File: config.mk
export PLATFORM = sky130hd
export DESIGN_NAME = redmule_tile_sequencer_flat
export DESIGN_NICKNAME = d
export VERILOG_FILES = /design/src/rtl/redmule_pkg.sv /design/src/rtl/redmule_tile_sequencer_if.sv /design/src/rtl/redmule_tile_counter.sv /design/src/rtl/redmule_tile_sequencer.sv /design/src/flat_wrapper.sv
export SDC_FILE = /design/constraint.sdc
export NUM_CORES = 1
export LEC_CHECK = 0
export CAP_MARGIN = 20
export CORE_MARGIN = 8
export CORE_UTILIZATION = 25
export CTS_BUF_LIST = sky130_fd_sc_hd__clkbuf_8
export CTS_CLUSTER_SIZE = 8
export DETAILED_ROUTE_END_ITERATION = 12
export PLACE_DENSITY_LB_ADDON = 0.1
export SYNTH_ARGS = -nofsm -noshare
export SYNTH_HDL_FRONTEND = slang
export SYNTH_SLANG_ARGS = --single-unit
export TNS_END_PERCENT = 1
File: constraint.sdc
create_clock -name clk_i -period 4.38 [get_ports clk_i]
set_input_delay 0.657 -clock clk_i [delete_from_list [all_inputs] [get_ports clk_i]]
set_output_delay 0.657 -clock clk_i [all_outputs]
set_load 0.01 [all_outputs]
File: src/rtl/redmule_pkg.sv
// Shared types for the RedMulE tile sequencer: FSM states, tile count/index
// triples and the zero-count clamp applied when a job latches its limits.
package redmule_pkg;

    localparam int unsigned TileCntWidth = 16;

    typedef logic [TileCntWidth-1:0] cnt_t;

    typedef enum logic [2:0] {
        SEQ_IDLE    = 3'd0,
        SEQ_LOAD    = 3'd1,
        SEQ_COMPUTE = 3'd2,
        SEQ_STORE   = 3'd3,
        SEQ_DONE    = 3'd4
    } seq_state_e;

    typedef struct packed {
        cnt_t m;
        cnt_t n;
        cnt_t k;
    } tile_cnt_t;

    // A zero tile count still means one tile of work.
    function automatic cnt_t clamp_cnt(input cnt_t c);
        return (c == '0) ? cnt_t'(1) : c;
    endfunction

endpackage

File: src/rtl/redmule_tile_sequencer_if.sv
// Memory and engine side of the tile sequencer. Handshake: a req stays high until the
// cycle its gnt is sampled with it; a gnt seen while req is low has no effect.
interface redmule_tile_sequencer_if #(
    parameter int unsigned CntWidth = 16
) ();

    logic                x_req_o;
    logic                x_gnt_i;
    logic                w_req_o;
    logic                w_gnt_i;
    logic                z_req_o;
    logic                z_gnt_i;
    logic                eng_start_o;
    logic                eng_done_i;
    logic                acc_en_o;
    logic [CntWidth-1:0] m_idx_o;
    logic [CntWidth-1:0] n_idx_o;
    logic [CntWidth-1:0] k_idx_o;

    modport master (
        output x_req_o, w_req_o, z_req_o, eng_start_o, acc_en_o,
        output m_idx_o, n_idx_o, k_idx_o,
        input  x_gnt_i, w_gnt_i, z_gnt_i, eng_done_i
    );

    modport slave (
        input  x_req_o, w_req_o, z_req_o, eng_start_o, acc_en_o,
        input  m_idx_o, n_idx_o, k_idx_o,
        output x_gnt_i, w_gnt_i, z_gnt_i, eng_done_i
    );

endinterface

File: src/rtl/redmule_tile_counter.sv
// Nested m/n/k tile counter with limits latched at job start; k is innermost and the
// walk stops (no wrap) once the last (m,n) tile has been stored.
module redmule_tile_counter
    import redmule_pkg::*;
(
    input  logic      clk_i,
    input  logic      rst_ni,
    input  logic      clr_i,
    input  logic      load_i,
    input  tile_cnt_t cnt_i,
    input  logic      step_k_i,
    input  logic      step_store_i,
    output tile_cnt_t idx_o,
    output logic      last_k_o,
    output logic      last_all_o
);

    tile_cnt_t lim_q, lim_d;
    tile_cnt_t idx_q, idx_d;
    logic      last_n, last_m;

    assign last_k_o   = (idx_q.k == lim_q.k - cnt_t'(1));
    assign last_n     = (idx_q.n == lim_q.n - cnt_t'(1));
    assign last_m     = (idx_q.m == lim_q.m - cnt_t'(1));
    assign last_all_o = last_n && last_m;
    assign idx_o      = idx_q;

    always_comb begin
        lim_d = lim_q;
        idx_d = idx_q;
        if (clr_i) begin
            lim_d = '0;
            idx_d = '0;
        end else if (load_i) begin
            lim_d.m = clamp_cnt(cnt_i.m);
            lim_d.n = clamp_cnt(cnt_i.n);
            lim_d.k = clamp_cnt(cnt_i.k);
            idx_d   = '0;
        end else if (step_store_i) begin
            idx_d.k = '0;
            if (!last_n) begin
                idx_d.n = idx_q.n + cnt_t'(1);
            end else if (!last_m) begin
                idx_d.n = '0;
                idx_d.m = idx_q.m + cnt_t'(1);
            end
        end else if (step_k_i && !last_k_o) begin
            idx_d.k = idx_q.k + cnt_t'(1);
        end
    end

    always_ff @(posedge clk_i or negedge rst_ni) begin
        if (!rst_ni) begin
            lim_q <= '0;
            idx_q <= '0;
        end else begin
            lim_q <= lim_d;
            idx_q <= idx_d;
        end
    end

endmodule

File: src/rtl/redmule_tile_sequencer.sv
// Tile-level sequencer: walks the m/n/k tile nest issuing X/W loads, engine starts and
// Z stores, and reports the first W grant of a job back to the controller.
module redmule_tile_sequencer
    import redmule_pkg::*;
#(
    parameter int unsigned CntWidth = TileCntWidth
) (
    input  logic                     clk_i,
    input  logic                     rst_ni,
    input  logic                     clear_i,
    input  logic                     first_load_i,
    input  logic                     sched_rst_i,
    input  logic [CntWidth-1:0]      m_tiles_i,
    input  logic [CntWidth-1:0]      n_tiles_i,
    input  logic [CntWidth-1:0]      k_tiles_i,
    redmule_tile_sequencer_if.master bus,
    output logic                     w_loaded_o,
    output logic                     busy_o,
    output logic                     done_o,
    output seq_state_e               state_o
);

    seq_state_e state_q, state_d;
    logic       x_granted_q, x_granted_d;
    logic       w_granted_q, w_granted_d;
    logic       eng_start_q, eng_start_d;
    logic       w_loaded_q, w_loaded_d;
    logic       x_hit, w_hit;
    logic       cnt_clr, cnt_load, step_k, step_store;
    logic       last_k, last_all;
    tile_cnt_t  cnt_in, idx;

    assign cnt_in  = '{m: m_tiles_i, n: n_tiles_i, k: k_tiles_i};
    assign cnt_clr = clear_i || sched_rst_i;

    redmule_tile_counter i_tile_counter (
        .clk_i        (clk_i),
        .rst_ni       (rst_ni),
        .clr_i        (cnt_clr),
        .load_i       (cnt_load),
        .cnt_i        (cnt_in),
        .step_k_i     (step_k),
        .step_store_i (step_store),
        .idx_o        (idx),
        .last_k_o     (last_k),
        .last_all_o   (last_all)
    );

    always_ff @(posedge clk_i or negedge rst_ni) begin
        if (!rst_ni) begin
            state_q     <= SEQ_IDLE;
            x_granted_q <= 1'b0;
            w_granted_q <= 1'b0;
            eng_start_q <= 1'b0;
            w_loaded_q  <= 1'b0;
        end else begin
            state_q     <= state_d;
            x_granted_q <= x_granted_d;
            w_granted_q <= w_granted_d;
            eng_start_q <= eng_start_d;
            w_loaded_q  <= w_loaded_d;
        end
    end

    always_comb begin
        state_d     = state_q;
        x_granted_d = x_granted_q;
        w_granted_d = w_granted_q;
        eng_start_d = 1'b0;
        w_loaded_d  = w_loaded_q;
        cnt_load    = 1'b0;
        step_k      = 1'b0;
        step_store  = 1'b0;
        // A grant only counts while its request is actually outstanding.
        x_hit       = (state_q == SEQ_LOAD) && !x_granted_q && bus.x_gnt_i;
        w_hit       = (state_q == SEQ_LOAD) && !w_granted_q && bus.w_gnt_i;
        if (cnt_clr) begin
            state_d     = SEQ_IDLE;
            x_granted_d = 1'b0;
            w_granted_d = 1'b0;
            w_loaded_d  = 1'b0;
        end else begin
            if (w_hit) w_loaded_d = 1'b1;
            unique case (state_q)
                SEQ_IDLE: begin
                    if (first_load_i) begin
                        cnt_load = 1'b1;
                        state_d  = SEQ_LOAD;
                    end
                end
                SEQ_LOAD: begin
                    x_granted_d = x_granted_q || x_hit;
                    w_granted_d = w_granted_q || w_hit;
                    if (x_granted_d && w_granted_d) begin
                        x_granted_d = 1'b0;
                        w_granted_d = 1'b0;
                        eng_start_d = 1'b1;
                        state_d     = SEQ_COMPUTE;
                    end
                end
                SEQ_COMPUTE: begin
                    if (bus.eng_done_i) begin
                        if (last_k) begin
                            state_d = SEQ_STORE;
                        end else begin
                            step_k  = 1'b1;
                            state_d = SEQ_LOAD;
                        end
                    end
                end
                SEQ_STORE: begin
                    if (bus.z_gnt_i) begin
                        step_store = 1'b1;
                        state_d    = last_all ? SEQ_DONE : SEQ_LOAD;
                    end
                end
                SEQ_DONE: state_d = SEQ_DONE;
                default:  state_d = SEQ_IDLE;
            endcase
        end
    end

    always_comb begin
        bus.x_req_o     = (state_q == SEQ_LOAD) && !x_granted_q;
        bus.w_req_o     = (state_q == SEQ_LOAD) && !w_granted_q;
        bus.z_req_o     = (state_q == SEQ_STORE);
        bus.eng_start_o = eng_start_q;
        bus.acc_en_o    = ((state_q == SEQ_LOAD) || (state_q == SEQ_COMPUTE)) && (idx.k != '0);
        bus.m_idx_o     = idx.m;
        bus.n_idx_o     = idx.n;
        bus.k_idx_o     = idx.k;
        w_loaded_o      = w_loaded_q;
        busy_o          = (state_q != SEQ_IDLE);
        done_o          = (state_q == SEQ_DONE);
        state_o         = state_q;
    end

endmodule

File: src/flat_wrapper.sv
// flat-port wrapper written by rule: the top's interface ports become plain ports
module redmule_tile_sequencer_flat import redmule_pkg::*;
#(
    parameter int unsigned CntWidth = TileCntWidth
)
  (clk_i, rst_ni, clear_i, first_load_i, sched_rst_i, m_tiles_i, n_tiles_i, k_tiles_i, w_loaded_o, busy_o, done_o, state_o, bus_x_req_o, bus_w_req_o, bus_z_req_o, bus_eng_start_o, bus_acc_en_o, bus_m_idx_o, bus_n_idx_o, bus_k_idx_o, bus_x_gnt_i, bus_w_gnt_i, bus_z_gnt_i, bus_eng_done_i);
  redmule_tile_sequencer_if #(.CntWidth(CntWidth)) bus_i ();
  input  logic clk_i;
  input  logic rst_ni;
  input  logic clear_i;
  input  logic first_load_i;
  input  logic sched_rst_i;
  input  logic [CntWidth-1:0] m_tiles_i;
  input  logic [CntWidth-1:0] n_tiles_i;
  input  logic [CntWidth-1:0] k_tiles_i;
  output logic w_loaded_o;
  output logic busy_o;
  output logic done_o;
  output seq_state_e state_o;
  output wire logic [$bits(bus_i.x_req_o)-1:0] bus_x_req_o;
  output wire logic [$bits(bus_i.w_req_o)-1:0] bus_w_req_o;
  output wire logic [$bits(bus_i.z_req_o)-1:0] bus_z_req_o;
  output wire logic [$bits(bus_i.eng_start_o)-1:0] bus_eng_start_o;
  output wire logic [$bits(bus_i.acc_en_o)-1:0] bus_acc_en_o;
  output wire logic [$bits(bus_i.m_idx_o)-1:0] bus_m_idx_o;
  output wire logic [$bits(bus_i.n_idx_o)-1:0] bus_n_idx_o;
  output wire logic [$bits(bus_i.k_idx_o)-1:0] bus_k_idx_o;
  input wire logic [$bits(bus_i.x_gnt_i)-1:0] bus_x_gnt_i;
  input wire logic [$bits(bus_i.w_gnt_i)-1:0] bus_w_gnt_i;
  input wire logic [$bits(bus_i.z_gnt_i)-1:0] bus_z_gnt_i;
  input wire logic [$bits(bus_i.eng_done_i)-1:0] bus_eng_done_i;
  assign bus_x_req_o = bus_i.x_req_o;
  assign bus_w_req_o = bus_i.w_req_o;
  assign bus_z_req_o = bus_i.z_req_o;
  assign bus_eng_start_o = bus_i.eng_start_o;
  assign bus_acc_en_o = bus_i.acc_en_o;
  assign bus_m_idx_o = bus_i.m_idx_o;
  assign bus_n_idx_o = bus_i.n_idx_o;
  assign bus_k_idx_o = bus_i.k_idx_o;
  assign bus_i.x_gnt_i = bus_x_gnt_i;
  assign bus_i.w_gnt_i = bus_w_gnt_i;
  assign bus_i.z_gnt_i = bus_z_gnt_i;
  assign bus_i.eng_done_i = bus_eng_done_i;
  redmule_tile_sequencer #(.CntWidth(CntWidth)) u_core (.clk_i(clk_i), .rst_ni(rst_ni), .clear_i(clear_i), .first_load_i(first_load_i), .sched_rst_i(sched_rst_i), .m_tiles_i(m_tiles_i), .n_tiles_i(n_tiles_i), .k_tiles_i(k_tiles_i), .bus(bus_i), .w_loaded_o(w_loaded_o), .busy_o(busy_o), .done_o(done_o), .state_o(state_o));
endmodule
# ---- After elaboration in Yosys (flattened, before gate mapping)
# Cells that the tools add are included.
# Widths: inputs -> output; s select.
dict set report word_totals {
  word_cells 102
  ff_bits 103
  out_inout_bits 59
  input_bits 57
}
dict set report classes {
  eq_ne 13
  muxes 42
  reduce_logical 30
  addsub 6
}
# operator count
set op_table {}
lappend op_table {{$mux 48} 4}
lappend op_table {{$mux 16} 7}
lappend op_table {{$mux 32} 2}
lappend op_table {{$add 16x1->16 const B} 3}
lappend op_table {{$eq 16x16->1} 3}
lappend op_table {{$logic_not 16->1} 3}
lappend op_table {{$sub 16x1->16 const B} 3}
lappend op_table {{$mux 1} 21}
lappend op_table {{$mux 3} 6}
lappend op_table {{$reduce_bool 16->1} 1}
lappend op_table {{$pmux 3 s5} 1}
lappend op_table {{$ne 3x1->1 const B} 3}
lappend op_table {{$reduce_bool 3->1} 3}
lappend op_table {{$logic_and 1x1->1} 8}
lappend op_table {{$eq 3x2->1 const B} 2}
lappend op_table {{$ne 3x2->1 const B} 2}
lappend op_table {{$reduce_bool 2->1} 3}
lappend op_table {{$logic_or 1x1->1} 4}
lappend op_table {{$ne 4x2->1 const B} 1}
lappend op_table {{$reduce_and 4->1} 1}
lappend op_table {{$reduce_bool 4->1} 1}
lappend op_table {{$eq 3x1->1 const B} 1}
lappend op_table {{$eq 3x3->1 const B} 1}
lappend op_table {{$logic_not 1->1} 3}
lappend op_table {{other kinds (4)} 4}

# ---- Longest topological paths before layout
dict set report logic_depth {
  depth_word 11
  depth_mapped 13
  ltp_nobuf 10
}

# ---- Modules after synthesis
# Synthesis repeated with hierarchy kept, for this count alone.
dict set report unflattened {
  cells_unflattened 834
  hier_area_um2 7293.2
}
# mod n_inst cells_per_inst seq_area_each_um2 area_each_um2
set by_module_without_submodules {}
lappend by_module_without_submodules {redmule_tile_counter 1 779 2402.3 6819.0}
lappend by_module_without_submodules {redmule_tile_sequencer 1 55 175.2 474.2}

# ---- Worst setup path before layout
# Ideal clock, no wire load.
dict set report synth_path {
  kind {register to register}
  startpoint {reg u_core.i_tile_counter.lim_q[16] (netlist name)}
  endpoint {reg u_core.i_tile_counter.idx_q (netlist bit u_core.i_tile_counter.idx_o[23])}
  arrival_ns 2.907
  required_ns 4.301
  stages_incl_launch_ff 13
  path_buffers 2
  setup_time_ns 0.079
  period_less_slack_ns 2.986
  setup_slack_ns 1.394
  path_cell_list {dfrtp_1 -> inv_1 -> ha_1 -> xor2_1 -> o211ai_1 -> a221o_1 -> or4_4 -> or4_4 -> o21ai_2 -> buf_6 -> buf_6 -> o21ai_1 -> a21oi_1}
}
dict set report synth_via {
  elab_chain_cells 6
  elab_cells_between_ends 8
  cone_classes {add/sub (1); eq/ne (2); mux (4); reduce/logical (1)}
}
# item line_no
set synth_rtl {}
lappend synth_rtl {{from (decl)} redmule_tile_counter.sv:18} ;# tile_cnt_t lim_q, lim_d;
lappend synth_rtl {{from (signal assigned)} redmule_tile_counter.sv:57} ;# lim_q <= lim_d;
lappend synth_rtl {{$sub 16x1->16 *} redmule_tile_counter.sv:23} ;# assign last_n = (idx_q.n == lim_q.n - cnt_t'(1));
lappend synth_rtl {{$eq 16x16->1 *} redmule_tile_counter.sv:23}
lappend synth_rtl {{$mux 16} redmule_tile_counter.sv:41} ;# if (!last_n) begin
lappend synth_rtl {{$mux 32} redmule_tile_counter.sv:39} ;# end else if (step_store_i) begin
lappend synth_rtl {{$mux 48} redmule_tile_counter.sv:34} ;# end else if (load_i) begin
lappend synth_rtl {{$mux 48} redmule_tile_counter.sv:31} ;# if (clr_i) begin
lappend synth_rtl {{to (signal assigned)} redmule_tile_counter.sv:58} ;# idx_q <= idx_d;
lappend synth_rtl {{to (decl)} redmule_tile_counter.sv:19} ;# tile_cnt_t idx_q, idx_d;
# Every way passes the cells marked *; elsewhere a longest branch is shown, timed or not. The select of a mux whose other input is x is not followed.
# A chain may end at the register's enable or synchronous reset.

# ---- Worst setup path after layout
dict set report layout_path {
  startpoint {reg u_core.i_tile_counter.idx_q (netlist bit u_core.i_tile_counter.idx_o[0])}
  endpoint {out bus_acc_en_o}
}
dict set report layout_via {
  elab_chain_cells 2
}
# item line_no
set layout_rtl {}
lappend layout_rtl {{$reduce_bool 16->1} redmule_tile_sequencer.sv:128} ;# bus.acc_en_o = ((state_q == SEQ_LOAD) || (state_q == SEQ_COMPUTE)) && (idx.k != '0);
lappend layout_rtl {{$logic_and 1x1->1} redmule_tile_sequencer.sv:128}
lappend layout_rtl {{to (decl)} flat_wrapper.sv:24} ;# output wire logic [$bits(bus_i.acc_en_o)-1:0] bus_acc_en_o;
# Every way passes these cells.

==> metrics <==
status complete, no violations; Crit. End Element output pin; I/O pins between 100 and 150; Post-synth EDFFs 0; Post-CTS Hold Fix Bufs 0; Reg clk slew, reported paths 0.11 ns; register area between 2000 and 3000 sq um; synth unique cells 67; post-synthesis area per instance roughly 8.4 sq um; post-CTS setup buffers 0; R2R cell count 10; worst flop-to-flop path endpoint u_core.i_tile_counter.idx_o[8]$_DFFE_PN0P_; die area approximately 32000 sq um; Mapped Cells 788; Post-route DRC 0; CP Data Required Time around 3.7 ns; max-cap check violation count 0; syn_nets roughly 850; Tcrit/Tclk final 79.6%; Area growth syn-to-layout 25.1%; Critical Path Fanout Max 7; RSZ-0062 raised after global routing no; r2r startpoint u_core.i_tile_counter.lim_q[0]$_DFFE_PN0P_; dominant synthesized flop cell dfrtp_1; Slew Limit Fails 0; WL/cell about 18 um; Via density 5.05; Antenna diodes 0; area of the multi-input gates between 3000 and 4000 sq um; Final Hold Viols 0; Area contributors post-synth dfrtp_1 39%, nand2_1 6.0%, a21oi_1 5.9%; sequential area share after synthesis approximately 39%; via count just over 6000; commonest non-fill, non-tap cells in the layout 114 x clkdlybuf4s50_1, 105 x nand2_1, 103 x dfrtp_1, 78 x a21oi_1, 51 x nor2_1; initial antenna violation count 0; crit path kind register to output pin; Worst R2R Setup Slack just over 0.9 ns; final core utilization between 30% and 40%; mapped cell area roughly 6600 sq um; WP data arrival ~2.8 ns; gr ovfl total 0; CTS Buf Count 9; CTS root buffer clkbuf_8; setup tns final 0 ns; leakage power 0.00322 uW; Die Span X 179 um; TritonCTS clock tree yes; CTS H-tree depth 3; Slew HR about half; Hold Crit Class primary input to async pin; Nets 941; post-synthesis cell type with the largest combined area dfrtp_1; CORE AREA between 20000 and 30000 sq um; Fmax ~0.29 GHz; Max clock buf depth 2; post-route ant nets 0; layout cell share with drive strength beyond 1 roughly 5.6%; largest net degree at the start of global routing 50; Period minus WS final approximately 3.5 ns; initial core utilization approximately a quarter; FFs w/ async S/R, synth 100%; Port-buffer cells approximately 120; post-CTS resize count 0; Sink Count approximately 100; drt pass-1 iters 5; Iteration-0 DRC Markers 450; Fill cells between 2000 and 3000; Startpoint Class register; gr usage total between 10 and 15%; Rows 59; Pwr Density about 240 nW/um^2; later-pin clock latency in the skew report a little under 0.4 ns; number of global-route vias before repair just over 6000; IR drop worst, VDD 0.192 mV; Routability Congestion approximately 0.76; Slew @ Worst Pin around 0.75 ns; die height around 180 um; Synth top area share between 30% and 40%; most common cell after layout, fill and taps aside clkdlybuf4s50_1; Post-DP HPWL ~17000 um; WL final 22200 um; Setup Skew about 0.015 ns; Syn. warnings 0; #FFs+latches synth 103; first-pass GRT wire length around 35000 um; final setup vio count 0
-- how the worst max path moves through the flow --
| stage | start | end | slack [ns] | cells after the start |
|---|---|---|---|---|
| 2_1_floorplan | u_core.i_tile_counter.lim_q[16]$_DFFE_PN0P_ | u_core.i_tile_counter.idx_o[23]$_DFFE_PN0P_ | 1.39 | 12 |
| 3_3_place_gp | sched_rst_i | u_core.i_tile_counter.idx_o[44]$_DFFE_PN0P_ | 0.91 | 8 |
| 3_5_place_dp | sched_rst_i | u_core.i_tile_counter.idx_o[41]$_DFFE_PN0P_ | 0.91 | 8 |
| 4_1_cts | u_core.i_tile_counter.lim_q[0]$_DFFE_PN0P_ | u_core.i_tile_counter.idx_o[6]$_DFFE_PN0P_ | 0.89 | 10 |
| 5_1_grt | u_core.i_tile_counter.lim_q[16]$_DFFE_PN0P_ | u_core.i_tile_counter.idx_o[41]$_DFFE_PN0P_ | 0.61 | 10 |
| 6_report | u_core.i_tile_counter.idx_o[0]$_DFFE_PN0P_ | bus_acc_en_o | 0.89 | 6 |
-- area by class of cell --
| type | count | share of cell area (%) |
|---|---|---|
| Clock buffer | 9 | 1.50 |
| Clock inverter | 7 | 1.09 |
| Inverter | 19 | 0.862 |
| Multi-Input combinational cell | 619 | 45.5 |
| Sequential cell | 103 | 31.2 |
| Tap cell | 335 | 5.07 |
| Timing Repair Buffer | 125 | 14.8 |
-- state kept, by name (all words and copies together), names as in the netlist --
name and flops:
u_core.w_granted_q 1, u_core.i_tile_counter.lim_q 48, u_core.state_o 3, u_core.bus.eng_start_o 1
u_core.i_tile_counter.idx_o 48, u_core.x_granted_q 1, u_core.w_loaded_o 1
-- cell usage after synthesis, types with 9 or more instances --
master    instances
nand2_1         105
xor2_1           32
a21oi_1          78
xnor2_1          36
nor3_1           16
nor4_1           25
nand4_1          11
o21ai_0          46
dfrtp_1         103
and3_1           16
nand3_1          41
nor2_1           52
or3_1            26
a22o_1            9
or4_1            12
inv_1            19
clkbuf_1         38
-- logic make-up after synthesis --
logic type / share of synthesized area [%]
AND/OR/NAND/NOR: 28.3
multiplexers: 1.10
XOR/XNOR: 9.01
AO/OA/AOI/OAI: 17.1
flip-flops: 39.0
adder cells (fa/ha/maj): 1.32
buffers and inverters: 4.20
-- stage by stage --
stage	std cells	hold WS, ns	area [sq um]	worst slack [ns]	power (uW)
after floorplan	788	0.361	6610	1.39	1200
after global placement	1201	0.518	8060	0.908	1360
after detailed placement	1201	0.526	8060	0.908	1350
after CTS	1217	0.310	8270	0.888	2060
after global routing	1217	0.343	8270	0.605	2120
final	1217	0.312	8270	0.894	2010
-- critical path, cell delays in order (launching register included) --
cell	delay [ns]
dfrtp_1	0.53
inv_1	0.08
ha_1	0.21
nor4b_1	0.14
nand4_1	0.17
nor4bb_1	0.65
clkdlybuf4s50_1	0.67
-- power by group --
group	leakage, uW	total, uW	switching (uW)	internal, uW
clock	0.000116	683	363	320
combinational	0.00168	337	189	147
sequential	0.00143	992	26.0	966
-- metal layers --
layer	routed length (um)	GRT usage, %	vias up
met5	0	0	-
met1	10400	18.8	2986
li1	-	-	3044
met4	178	2.76	0
met2	10700	23.1	102
met3	877	2.75	11
Power figures use the tool's default switching activity.
